### src/rtl/spk_arb_pkg.sv
// ============================================================================
// Module      : spk_arb_pkg
// Description : Shared constants, FSM state encoding and sample type for the
//               speaker arbiter.
// Revision    : 1.0 - initial release
// ============================================================================
`default_nettype none

package spk_arb_pkg;

    localparam int FRAME_LEN  = 256;
    localparam int GAP_FRAMES = 2;

    typedef enum logic [1:0] {
        IDLE = 2'd0,
        PLAY = 2'd1,
        GAP  = 2'd2
    } state_t;

    typedef logic signed [15:0] sample_t;

endpackage

`default_nettype wire

### src/rtl/spk_frame_timer.sv
// ============================================================================
// Module      : spk_frame_timer
// Description : Free-running frame counter; frame_tick marks the last cycle
//               of each codec frame.
// Revision    : 1.0 - initial release
// ============================================================================
`default_nettype none

module spk_frame_timer
    import spk_arb_pkg::*;
(
    input  logic clk,
    input  logic rst_n,
    output logic frame_tick
);

    localparam int CNT_W = $clog2(FRAME_LEN);

    logic [CNT_W-1:0] count;

    // Counter width matches the frame length, so wrap is the natural rollover.
    always_ff @(posedge clk or negedge rst_n) begin
        if (!rst_n) begin
            count <= '0;
        end else begin
            count <= count + 1'b1;
        end
    end

    assign frame_tick = (count == CNT_W'(FRAME_LEN - 1));

endmodule

`default_nettype wire

### src/rtl/speaker_arbiter.sv
// ============================================================================
// Module      : speaker_arbiter
// Description : Frame-synchronous two-source speaker arbiter (alarm beats
//               music) with a silent gap between owners. Optional macro
//               SPEAKER_ARBITER_VOLUME_SHIFT_EN adds the vol attenuation port.
// Revision    : 1.0 - initial release
// ============================================================================
`default_nettype none

module speaker_arbiter
    import spk_arb_pkg::*;
(
    input  logic        clk,
    input  logic        rst_n,
    input  logic [1:0]  req,
`ifdef SPEAKER_ARBITER_VOLUME_SHIFT_EN
    input  logic [1:0]  vol,
`endif
    input  logic [15:0] src0_left,
    input  logic [15:0] src0_right,
    input  logic [15:0] src1_left,
    input  logic [15:0] src1_right,
    output logic [1:0]  grant,
    output logic [1:0]  take,
    output logic [15:0] audio_left,
    output logic [15:0] audio_right,
    output logic        busy
);

    localparam int GAP_W = $clog2(GAP_FRAMES + 1);

    logic             frame_tick;
    state_t           state, next_state;
    logic             owner, next_owner;
    logic [GAP_W-1:0] gap_cnt, next_gap_cnt;
    logic             pick_play, pick_owner;
    sample_t          sel_left, sel_right;
    logic [1:0]       next_grant, next_take;
    logic [15:0]      next_left, next_right;

    spk_frame_timer u_frame_timer (
        .clk        (clk),
        .rst_n      (rst_n),
        .frame_tick (frame_tick)
    );

    // State register
    always_ff @(posedge clk or negedge rst_n) begin
        if (!rst_n) begin
            state   <= IDLE;
            owner   <= 1'b0;
            gap_cnt <= '0;
        end else begin
            state   <= next_state;
            owner   <= next_owner;
            gap_cnt <= next_gap_cnt;
        end
    end

    // Fresh selection used from IDLE and at the end of a gap; alarm wins ties.
    always_comb begin
        pick_play  = req[1] | req[0];
        pick_owner = req[1];
    end

    // Next-state logic; decisions only happen on the frame tick.
    always_comb begin
        next_state   = state;
        next_owner   = owner;
        next_gap_cnt = gap_cnt;
        if (frame_tick) begin
            case (state)
                IDLE: begin
                    next_state = pick_play ? PLAY : IDLE;
                    if (pick_play) next_owner = pick_owner;
                end
                PLAY: begin
                    if (!req[owner] || (!owner && req[1])) begin
                        next_state   = GAP;
                        next_gap_cnt = '0;
                    end
                end
                GAP: begin
                    if (gap_cnt == GAP_W'(GAP_FRAMES - 1)) begin
                        next_state = pick_play ? PLAY : IDLE;
                        if (pick_play) next_owner = pick_owner;
                    end else begin
                        next_gap_cnt = gap_cnt + 1'b1;
                    end
                end
                default: begin
                    next_state = IDLE;
                end
            endcase
        end
    end

    always_comb begin
        sel_left  = next_owner ? sample_t'(src1_left)  : sample_t'(src0_left);
        sel_right = next_owner ? sample_t'(src1_right) : sample_t'(src0_right);
`ifdef SPEAKER_ARBITER_VOLUME_SHIFT_EN
        sel_left  = sel_left  >>> vol;
        sel_right = sel_right >>> vol;
`endif
    end

    // Output logic: take is a single-cycle pulse, everything else holds.
    always_comb begin
        next_grant = grant;
        next_take  = 2'b00;
        next_left  = audio_left;
        next_right = audio_right;
        if (frame_tick) begin
            if (next_state == PLAY) begin
                next_grant = {next_owner, ~next_owner};
                next_take  = {next_owner, ~next_owner};
                next_left  = sel_left;
                next_right = sel_right;
            end else begin
                next_grant = 2'b00;
                next_left  = 16'h0000;
                next_right = 16'h0000;
            end
        end
    end

    always_ff @(posedge clk or negedge rst_n) begin
        if (!rst_n) begin
            grant       <= 2'b00;
            take        <= 2'b00;
            audio_left  <= 16'h0000;
            audio_right <= 16'h0000;
        end else begin
            grant       <= next_grant;
            take        <= next_take;
            audio_left  <= next_left;
            audio_right <= next_right;
        end
    end

    assign busy = (state != IDLE);

endmodule

`default_nettype wire

### config.mk
export PLATFORM = sky130hd
export DESIGN_NAME = speaker_arbiter
export DESIGN_NICKNAME = d
export VERILOG_FILES = /design/src/rtl/spk_arb_pkg.sv /design/src/rtl/spk_frame_timer.sv /design/src/rtl/speaker_arbiter.sv
export SDC_FILE = /design/constraint.sdc
export NUM_CORES = 1
export LEC_CHECK = 0
export ABC_CLOCK_PERIOD_IN_PS = 5400
export BUFFER_PORTS_ARGS = -buffer_cell sky130_fd_sc_hd__buf_2
export CAP_MARGIN = 20
export CORE_ASPECT_RATIO = 0.8
export CORE_MARGIN = 1
export CORE_UTILIZATION = 43
export CTS_BUF_LIST = sky130_fd_sc_hd__clkbuf_8 sky130_fd_sc_hd__clkbuf_16
export DETAILED_ROUTE_END_ITERATION = 16
export GPL_TIMING_DRIVEN = 0
export HOLD_SLACK_MARGIN = 0.08
export MAX_ROUTING_LAYER = met4
export PLACE_DENSITY_LB_ADDON = 0.3
export SYNTH_ARGS = -nofsm -noshare
export SYNTH_HDL_FRONTEND = slang
export SYNTH_SLANG_ARGS = --single-unit
### constraint.sdc
create_clock -name clk -period 5.4 [get_ports clk]
set_input_delay 0.27 -clock clk [delete_from_list [all_inputs] [get_ports clk]]
set_output_delay 0.27 -clock clk [all_outputs]
set_load 0.05 [all_outputs]
# After elaboration in Yosys (flattened, before gate mapping)
# Cells that the tools add are included.
word_totals:
  rom_bits: 0
  in_bits: 68
  ff_bits: 49
  mem_bits_rw: 0
  mem_count: 0
  output_inout_bits: 37
  latch_bits: 0
op_classes:
  mul: 0
  add_sub_neg: 2
  n_lt_le_gt_ge: 1
  n_bitwise: 2
  muxes: 20
  n_eq_ne: 7
  div_mod_pow: 0
  shifts: 0
  n_reduce_logical: 8
ops:
  columns: ["cell", "count"]
  rows:
  - ["$mux W16", 4]
  - ["$mux W2", 7]
  - ["$add A8 B1 Y8 const B", 1]
  - ["$eq A8 B8 Y1 const B", 1]
  - ["$eq A2 B1 Y1 const B", 3]
  - ["$mux W1", 6]
  - ["$pmux W2 S3", 1]
  - ["$ne A2 B2 Y1 const B", 2]
  - ["$pmux W2 S2", 1]
  - ["$reduce_and A4 Y1", 1]
  - ["$reduce_bool A2 Y1", 2]
  - ["$add A2 B1 Y2 const B", 1]
  - ["$eq A2 B2 Y1 const B", 1]
  - ["$logic_not A1 Y1", 2]
  - ["$logic_not A2 Y1", 1]
  - ["$lt A1 B2 Y1 const B", 1]
  - ["$pmux W1 S2", 1]
  - ["$logic_and A1 B1 Y1", 1]
  - ["$logic_or A1 B1 Y1", 1]
  - ["$not A1 Y1", 1]
  - ["$or A1 B1 Y1", 1]

# Longest topological paths before layout
# Gate-level depths: netlist of the first run.
logic_depth:
  depth_word: 10
  ltp_mapped: 9
  mapped_depth_nobuf: 7

# Modules after synthesis
# Synthesis of the first run repeated with hierarchy kept, for this count alone.
hier_totals:
  hier_cells: 251
  hier_area_um2: 2772.7
by_module_without_submodules:
  columns: ["module", "seq_area_each_um2", "area_each_um2", "cells_each", "n_inst"]
  rows:
  - ["speaker_arbiter", 1026.0, 2448.6, 225, 1]
  - ["spk_frame_timer", 200.2, 324.1, 26, 1]

# Worst setup path before layout of the first run
# OpenSTA, ideal clock, no wires.
synth_timing:
  path_kind: "register to register"
  from: "reg u_frame_timer.count[0]"
  to: "reg audio_left[0]"
  arrival_ns: 1.945
  slack_ns: 3.322
  required_ns: 5.268
  synth_period_minus_slack_ns: 2.078
  n_path_buf: 2
  path_stages_with_launch: 9
  path_cell_list: "dfrtp_1 ha_1 nand3_2 or4_1 a22oi_1 buf_6 buf_12 mux2i_1 o21ai_1"
synth_via:
  elab_chain_len: 4
  elab_cells_between_ends: 6
synth_rtl:
  columns: ["element", "line", "text"]
  rows:
  - ["start: declaration", "spk_frame_timer.sv:19", "logic [CNT_W-1:0] count;"]
  - ["start signal: assignment", "spk_frame_timer.sv:26", "count <= count + 1'b1;"]
  - ["$eq A8 B8 Y1 (*)", "spk_frame_timer.sv:30", "assign frame_tick = (count == CNT_W'(FRAME_LEN - 1));"]
  - ["$mux W2 / $mux W1 (equally long branches)", "speaker_arbiter.sv:71", "if (frame_tick) begin"]
  - ["$eq A2 B1 Y1 / $mux W16 (equally long branches)", "speaker_arbiter.sv:114, speaker_arbiter.sv:99", null]
  - ["$mux W16", "speaker_arbiter.sv:114", "if (next_state == PLAY) begin"]
  - ["end signal: assignment", "speaker_arbiter.sv:136", "audio_left <= next_left;"]
  - ["end: declaration", "speaker_arbiter.sv:25", "output logic [15:0] audio_left,"]
# Mark *: on every way between the ends. The rest lies on a longest branch, timed or not.
# A chain may end at the register's enable or synchronous reset.

# Worst setup path after layout of the first run
layout_timing:
  from: "reg u_frame_timer.count[0]"
  to: "reg audio_right[10]"
layout_via:
  elab_chain_len: 4
  elab_cells_between_ends: 6
layout_rtl:
  columns: ["element", "line", "text"]
  rows:
  - ["$eq A8 B8 Y1 (*)", "spk_frame_timer.sv:30", null]
  - ["$mux W2 / $mux W1 (equally long branches)", "speaker_arbiter.sv:71", null]
  - ["$eq A2 B1 Y1 / $mux W16 (equally long branches)", "speaker_arbiter.sv:114, speaker_arbiter.sv:100", null]
  - ["$mux W16", "speaker_arbiter.sv:114", null]
  - ["end signal: assignment", "speaker_arbiter.sv:137", "audio_right <= next_right;"]
  - ["end: declaration", "speaker_arbiter.sv:26", "output logic [15:0] audio_right,"]
# Marks and branches as above.

==> flow_summary.yaml, run 1 <==
clock_tree:
  cts_max_path_buffers: 2
  cts.clk_slew.worst_paths_ns: 0.09
  cts_tree: "built"
  root_buffer: "clkbuf_8"
  cts_max_level: 2
  cts.repair.resized: 0
  clock-sinks: 49
  clock_latency_ns: 0.30
  cts_made_buffers: 5
  postCtsSetupBuffers: 0
logic_synthesis:
  synth_most_common_cell: "dfrtp_1"
  ys_top_cells_by_count: "dfrtp_1, nand2_1, mux2i_1, o21ai_1, clkbuf_1"
  synth_edf_count: 0
  ys.flop_type: "dfrtp_1"
  ys_async_sr_fraction_pct: 100
  ys_warn_count: 0
  syn_nets: 280
  syn_area_per_cell_um2: 10.7
  ys_ff_latch: 49
  synth.distinct_cells: 29
  synth_top_area_cell: "dfrtp_1"
  netlist_area_um2: 2250
  synth_top_cell_area_share_pct: 54.5
  synth_area_leaders: "dfrtp_1, mux2i_1, o21ai_1"
  ys_seq_area_share_pct: 54.5
  syn_inst: 210
place:
  place_area_um2: 2850
  dp_hpwl_um: 3690
  placedCellCount: 376
  portBuffers: 104
  routabilityCongestion: 0.827
  pre_cts_slack_ns: 3.08
timing:
  tns_ns: 0
  fmax_ghz: 0.431
  clock_skew_ns: 0.0116
  worst_hold_slack_ns: 0.230
  finalSetupViolCount: 0
  max_slew_margin_pct: 48.3
  timing.final.crit_share_pct: 42.9
  tightest_slew_ns: 0.774
  grt_setup_unrepaired: "no"
  hold_viol_final: 0
  slew_viol_final: 0
  period_needed_ns: 2.32
  worst_slack_ns: 3.08
floorplan:
  die_w_um: 82.9
  num_rows: 23
  core_area_um2: 5040
  dieArea_um2: 5530
  ios: 105
  die_y_um: 66.7
  initial_core_util_pct: 44.7
worst_hold_path:
  min_to: "audio_left[11]"
  holdPathStages: 3
  hold_path_class: "primary input to register"
  holdCritStartpoint: "src1_left[11]"
routing:
  dr.first_iter.drc_count: 35
  drt_pass1_iterations: 4
  viasPerCell: 5.00
  wl_um: 4880
  num_vias: 1925
  drc: 0
  ant_nets: 0
  wl_per_cell_um: 12.7
worst_setup_path:
  rrSetupSlack_ns: 3.08
  r2r-end: "audio_right[10]"
  reg2reg_depth: 8
  cpMaxStageDelayCell: "or4_1"
  cpPeakStageDelay_ns: 0.54
  crit_fanout: 10
  critPathRequiredTime_ns: 5.57
  regToRegStartpoint: "u_frame_timer.count[0]"
  worstSetupPathType: "register to register"
  crit_arrival_ns: 2.48
  endpoint_kind: "register"
  startpoint_type: "register"
  path_cells: "ha_1 > nand3_2 > or4_1 > a22oi_1 > buf_6 > buf_12 > mux2i_1 > o21ai_1"
power_and_ir_drop:
  combPwrFrac_pct: 6.3
  switching_share_pct: 20.4
  p_total_mw: 0.662
  peakVddDrop_mv: 0.136
  seq_power_share_pct: 55.3
  clkPwrFrac_pct: 38.3
  leakage_nw: 1.73
  power.switching_mw: 0.135
  p_per_area_nw_per_um2: 222
  p_int_mw: 0.527
global_routing:
  grt_pass1_wl_um: 8210
  antenna_found_initial: 0
  grt_use_total_pct: 19.5
  overflow: 0
  grt_max_degree: 50
  grt_pass1_vias: 1854
run:
  cap_viol_max_count: 0
cells_and_area:
  drive_gt1_share_pct: 37.2
  final_util_pct: 59.3
  nNetsFinal: 393
  nFillCells: 441
  antenna_cells: 0
  layout.cells.non_filler: 385
  syn2layout_area_growth_pct: 32.7
  fin_area_um2: 2990
run_status:
  status: "finished, final reports clean"
-- final cells by class --
cell class	count	area (µm²)	share of cell area, %
Buffer	11	97.6	3.27
Timing Repair Buffer	106	551	18.4
Sequential cell	49	1230	41.1
Multi-Input combinational cell	146	912	30.5
Clock buffer	5	68.8	2.30
Inverter	4	15.0	0.503
Clock inverter	2	38.8	1.30
Tap cell	62	77.6	2.60
-- power by group through the flow --
| stage | Combinational, mW | Clock, mW | Sequential [mW] |
|---|---|---|---|
| after global placement | 0.0393 | 0 | 0.374 |
| after detailed placement | 0.0405 | 0 | 0.374 |
| final | 0.0419 | 0.254 | 0.367 |
| after floorplan | 0.00831 | 0 | 0.374 |
| after CTS | 0.0406 | 0.262 | 0.367 |
| after global routing | 0.0478 | 0.280 | 0.367 |
-- sequential cells by signal (all words and copies together) (netlist names) --
signal               flops
u_frame_timer.count      8
audio_right             16
gap_cnt                  2
state                    2
take                     2
owner                    1
audio_left              16
grant                    2
-- per-layer routing --
layer,global-route usage (%),up-vias,routed length (µm)
met1,23.1,900,2220
met2,33.2,74,2310
met4,6.68,0,55
met3,4.71,6,300
met5,-,-,0
li1,-,945,-
-- worst max-delay path by stage --
stage | endpoint | slack, ns | start | cells past startpoint
floorplan | audio_left[0] | 3.32 | u_frame_timer.count[0] | 8
global placement | audio_right[10] | 3.14 | u_frame_timer.count[0] | 8
detailed placement | audio_right[15] | 3.08 | u_frame_timer.count[0] | 8
CTS | audio_right[15] | 3.06 | u_frame_timer.count[0] | 8
global route | audio_right[15] | 2.87 | u_frame_timer.count[0] | 8
finish | audio_right[10] | 3.08 | u_frame_timer.count[0] | 8
-- cell usage in the layout (no fill, tap or decap), types with 4 or more instances in the layout --
master	count
nand2_1	40
mux2i_1	32
dfrtp_1	49
clkbuf_8	5
xnor2_1	4
clkbuf_1	7
o21ai_1	32
buf_2	104
nor2_1	6
buf_12	4
o21ai_0	4
-- kinds of logic after synthesis --
kind of cell	Yosys count	synth area share [%]
and+or+nand+nor	59	11.3
DFF	49	54.5
AOI/OAI and AO/OA	46	11.1
muxes	32	14.2
buffers and inverters	15	5.00
xor gates and xnor gates	7	2.72
adders and majority gates	2	1.11
-- worst max-delay path: cells and delay by family, from the launching register on --
kind / cells / cell delay (ns)
muxes: 1 / 0.22
and+or+nand+nor: 2 / 0.68
AOI/OAI and AO/OA: 2 / 0.30
adders and majority gates: 1 / 0.21
buffers and inverters: 2 / 0.37
DFF: 1 / 0.40
-- repair_timing --
action,4_1_cts,5_1_grt
hold endpoints to repair,0,15
hold buffers,0,1
setup endpoints to repair,0,0
Power figures use the tool's default switching activity.
==> run 2, diff against run 1 <==
- ABC_CLOCK_PERIOD_IN_PS: 5400 -> 1900
- CORE_UTILIZATION: 43 -> 42
- clock period: 5.4 -> 1.9 ns (I/O delays scaled with it)
==> flow_summary.yaml, run 2 (synthesis results as in run 1) <==
run_status:
  status: "finished, violations left"
  violations: "design-rule violations, negative setup slack"
worst_setup_path:
  r2r-end: "audio_left[5]"
  startpoint_type: "register"
  crit_fanout: 10
  reg2reg_depth: 7
  regToRegStartpoint: "u_frame_timer.count[6]"
  crit_arrival_ns: 2.31
  rrSetupSlack_ns: -0.24
  critPathRequiredTime_ns: 2.08
  endpoint_kind: "register"
  worstSetupPathType: "register to register"
floorplan:
  initial_core_util_pct: 44.2
  num_rows: 23
  dieArea_um2: 5660
  ios: 105
  die_w_um: 83.9
  core_area_um2: 5090
  die_y_um: 67.5
cells_and_area:
  final_util_pct: 70.6
  syn2layout_area_growth_pct: 59.8
  antenna_cells: 0
  reg_top3: "audio_left (16), audio_right (16), u_frame_timer.count (8)"
  drive_gt1_share_pct: 39.3
  final_common_cell: "buf_2"
  nNetsFinal: 446
  layout_common_cells: "buf_2, dfrtp_1, dlygate4sd3_1, nand2_1, o21ai_1"
run:
  cap_viol_max_count: 0
worst_hold_path:
  hold_path_class: "primary input to register"
  holdCritStartpoint: "src1_left[15]"
  min_to: "audio_left[15]"
  holdPathStages: 3
routing:
  viasPerCell: 4.91
  num_vias: 2155
  drc: 12
  dr.first_iter.drc_count: 123
  wl_um: 6240
  wl_per_cell_um: 14.2
  ant_nets: 0
  drt_pass1_iterations: 12
timing:
  clock_skew_ns: 0.0134
  slew_viol_final: 0
  worst_slack_ns: -0.238
  period_needed_ns: 2.14
  tightest_slew_ns: 0.614
  max_slew_margin_pct: 59.0
  worst_hold_slack_ns: 0.0799
  grt_setup_unrepaired: "yes"
  hold_viol_final: 0
  finalSetupViolCount: 36
  fmax_ghz: 0.468
  timing.final.crit_share_pct: 113
global_routing:
  grt_pass1_vias: 1973
  antenna_found_initial: 0
  grt_pass1_wl_um: 9460
  grt_max_degree: 50
  overflow: 0
  grt_use_total_pct: 22.1
clock_tree:
  root_buffer: "clkbuf_8"
  cts_max_path_buffers: 2
  cts_max_level: 2
  clock_latency_ns: 0.30
  cts_made_buffers: 5
  cts_tree: "built"
  clock-sinks: 49
  cts.clk_slew.worst_paths_ns: 0.09
power_and_ir_drop:
  p_total_mw: 1.83
  leakage_nw: 1.96
  p_per_area_nw_per_um2: 509
  peakVddDrop_mv: 0.486
place:
  dp_hpwl_um: 3540
  portBuffers: 104
  routabilityCongestion: 0.793
-- run 2: worst max-delay path by stage --
stage,startpoint,end,depth (start not counted)
after floorplan,state[0],audio_left[0],8
after global placement,gap_cnt[1],audio_left[14],9
after detailed placement,gap_cnt[1],audio_left[5],9
after CTS,gap_cnt[1],audio_left[14],9
after global routing,u_frame_timer.count[1],audio_left[4],8
final,u_frame_timer.count[6],audio_left[5],7
-- run 2: final cells by class --
cell class | instances | area, µm²
Fill cell | 393 | 1500
Sequential cell | 49 | 1230
Timing Repair Buffer | 160 | 1110
Multi-Input combinational cell | 146 | 991
Buffer | 10 | 93.8
Tap cell | 62 | 77.6
Clock buffer | 5 | 68.8
Clock inverter | 3 | 15.0
Inverter | 4 | 15.0
-- run 2: stage by stage --
step | instances | cell area, µm² | TNS [ns] | worst slack, ns
floorplan | 210 | 2260 | -2.61 | -0.0922
global placement | 376 | 2860 | -7.45 | -0.267
detailed placement | 376 | 2860 | -7.92 | -0.281
CTS | 431 | 3460 | -6.03 | -0.218
global route | 439 | 3600 | -9.15 | -0.294
finish | 439 | 3600 | -6.44 | -0.238
-- run 2: what timing repair did --
action,4_1_cts,5_1_grt
hold buffers,41,1
gates cloned,1,1
pin swaps,0,0
buffers inserted,6,5
setup endpoints to repair,37,38
hold endpoints to repair,71,1
gates resized for setup,11,11
-- run 2: per-layer routing --
| layer | GRT usage, % | wire length, µm |
|---|---|---|
| met5 | - | 0 |
| met4 | 5.82 | 53 |
| met3 | 4.40 | 322 |
| met2 | 35.0 | 2990 |
| met1 | 29.5 | 2870 |
-- run 2: power by group --
group | internal, mW | switching, mW
logic | 0.125 | 0.0713
clock network | 0.251 | 0.340
registers | 1.04 | 0
total | 1.42 | 0.411
-- run 2: critical path, stage by stage, from the launching register on --
cell and delay [ns]:
dfrtp_1 0.42, nand4_1 0.17, or4_4 0.54, a22oi_2 0.18
buf_6 0.22, buf_12 0.17, mux2i_1 0.22, o21ai_1 0.08
==> run 3, diff against run 2 <==
- CORE_UTILIZATION: 42 -> 43
- SYNTH_HIERARCHICAL: default -> 1
==> flow_summary.yaml, run 3 <==
floorplan:
  core_area_um2: 6070
  die_y_um: 73.8
  ios: 105
  dieArea_um2: 6770
  num_rows: 25
  die_w_um: 91.8
  initial_core_util_pct: 45.7
routing:
  drt_pass1_iterations: 4
  dr.first_iter.drc_count: 96
  wl_per_cell_um: 16.6
  wl_um: 7840
  drc: 0
  wl_met1_um: 3640
  viasPerCell: 5.28
  dr_wl_met3_um: 382
  wl_met2_um: 3770
  highest_layer: "met4"
  ant_nets: 0
  num_vias: 2489
place:
  routabilityCongestion: 0.738
  portBuffers: 104
  pre_cts_slack_ns: -0.351
  dp_hpwl_um: 4940
clock_tree:
  clock-sinks: 49
  cts_max_level: 2
  cts_max_path_buffers: 2
  clock_latency_ns: 0.31
  cts.clk_slew.worst_paths_ns: 0.10
  root_buffer: "clkbuf_8"
  cts_made_buffers: 5
  cts_tree: "built"
worst_setup_path:
  crit_fanout: 8
  reg2reg_depth: 11
  endpoint_kind: "register"
  critPathRequiredTime_ns: 2.11
  rrSetupSlack_ns: -0.14
  r2r-end: "audio_left[12]"
  worstSetupPathType: "register to register"
  crit_arrival_ns: 2.25
  regToRegStartpoint: "u_frame_timer/count[1]"
  startpoint_type: "register"
timing:
  period_needed_ns: 2.04
  tightest_slew_ns: 0.614
  slew_viol_final: 0
  grt_setup_unrepaired: "yes"
  clock_skew_ns: 0.0111
  max_slew_margin_pct: 58.0
  hold_viol_final: 0
  timing.final.crit_share_pct: 107
  worst_slack_ns: -0.136
  fmax_ghz: 0.491
  finalSetupViolCount: 36
logic_synthesis:
  synth.distinct_cells: 37
  synth_edf_count: 0
  ys_top_cells_by_count: "dfrtp_1, inv_1, a21oi_1, nor3_2, o32ai_2"
  synth_top_area_cell: "dfrtp_1"
  ys_ff_latch: 49
  ys_async_sr_fraction_pct: 100
  ys_warn_count: 6
  ys_seq_area_share_pct: 44.2
  syn_nets: 321
  synth_top_cell_area_share_pct: 44.2
  synth_area_leaders: "dfrtp_1, o32ai_2, nor3_2"
  syn_inst: 251
  netlist_area_um2: 2770
  synth_most_common_cell: "dfrtp_1"
  syn_area_per_cell_um2: 11.0
  ys.flop_type: "dfrtp_1"
global_routing:
  grt_pass1_wl_um: 11800
  grt_use_total_pct: 23.4
  grt_pass1_vias: 2480
  grt_max_degree: 34
  antenna_found_initial: 0
  overflow: 0
worst_hold_path:
  holdPathStages: 3
  holdCritStartpoint: "src1_left[2]"
  min_to: "audio_left[2]"
  hold_path_class: "primary input to register"
power_and_ir_drop:
  peakVddDrop_mv: 0.309
  leakage_nw: 1.97
  p_total_mw: 2.11
  p_per_area_nw_per_um2: 487
cells_and_area:
  drive_gt1_share_pct: 66.4
  final_common_cell: "buf_2"
  nNetsFinal: 459
  antenna_cells: 0
  reg_top3: "audio_left (16), audio_right (16), u_frame_timer/count (8)"
  syn2layout_area_growth_pct: 56.0
  layout_common_cells: "buf_2, dfrtp_1, inv_1, o32ai_2, a21oi_2"
run_status:
  violations: "negative setup slack"
  status: "finished, violations left"
run:
  cap_viol_max_count: 0
run 3: power by group:
| part | leakage [nW] | internal, mW | switching [mW] |
|---|---|---|---|
| Sequential | 0.482 | 1.04 | 0 |
| Combinational | 1.42 | 0.0948 | 0.0832 |
| Clock | 0.0681 | 0.523 | 0.364 |
| Total | 1.97 | 1.66 | 0.448 |
run 3: worst max-delay path by stage:
| stage | from | end | slack, ns | depth (start not counted) |
|---|---|---|---|---|
| 2_1_floorplan | u_frame_timer/count[0] | audio_right[10] | -0.05 | 9 |
| 3_3_place_gp | u_frame_timer/count[0] | audio_right[3] | -0.38 | 7 |
| 3_5_place_dp | u_frame_timer/count[0] | audio_right[3] | -0.35 | 7 |
| 4_1_cts | u_frame_timer/count[0] | audio_right[2] | -0.18 | 11 |
| 5_1_grt | u_frame_timer/count[1] | audio_left[5] | -0.25 | 11 |
| 6_report | u_frame_timer/count[1] | audio_left[12] | -0.14 | 11 |
run 3: per-stage QoR:
step	setup TNS (ns)	instance area (µm²)	utilization (%)	hold WS, ns	cells
after floorplan	-1.17	2840	-	-0.201	251
after detailed placement	-8.16	3480	57.4	0.0610	437
final	-3.18	4330	71.3	0.106	471
after global placement	-7.81	3460	57.1	0.378	436
after global routing	-6.82	4330	71.3	0.111	471
after CTS	-3.90	4040	66.6	0.101	462
run 3: what timing repair did:
action | CTS | global route
endpoints found under the setup margin | 39 | 37
buffers inserted | 13 | 9
pin swaps | 26 | 19
gates cloned | 3 | 3
hold endpoints to repair | 16 | 0
resized for setup | 50 | 49
hold buffers | 1 | 0
run 3: logic make-up (layout without fill, tap and decap cells):
logic type | after synthesis | count (layout) | synth area share (%)
AND/OR/NAND/NOR | 56 | 56 | 15.7
flip-flops | 49 | 49 | 44.2
XOR/XNOR | 6 | 6 | 1.90
adder cells (fa/ha/maj) | 2 | 2 | 0.902
AO/OA/AOI/OAI | 78 | 78 | 27.4
buffers and inverters | 60 | 199 | 9.88
run 3: final cells by class:
class                      instances  area, µm²
clock buffer                       5       68.8
fill                             428       1740
clock inverter                     3       65.1
timing repair buffer             131        863
multi-input combinational        142       1600
sequential                        49       1230
buffer                            20        251
tap                               81        101
inverter                          40        150
run 3: routing by layer:
metal / vias up / global-route usage [%]
li1: 1181 / -
met1: 1219 / 30.8
met2: 83 / 38.3
met3: 6 / 3.73
met4: 0 / 6.08
met5: - / -
run 3: worst max-delay path, stage by stage (launching register included):
cell,delay (ns)
dfrtp_1,0.37
ha_2,0.20
nand2_2,0.07
nor2_4,0.10
and3_4,0.23
and2b_2,0.16
and3_4,0.18
buf_12,0.15
buf_12,0.11
buf_12,0.12
nor3_4,0.04
o32ai_2,0.20
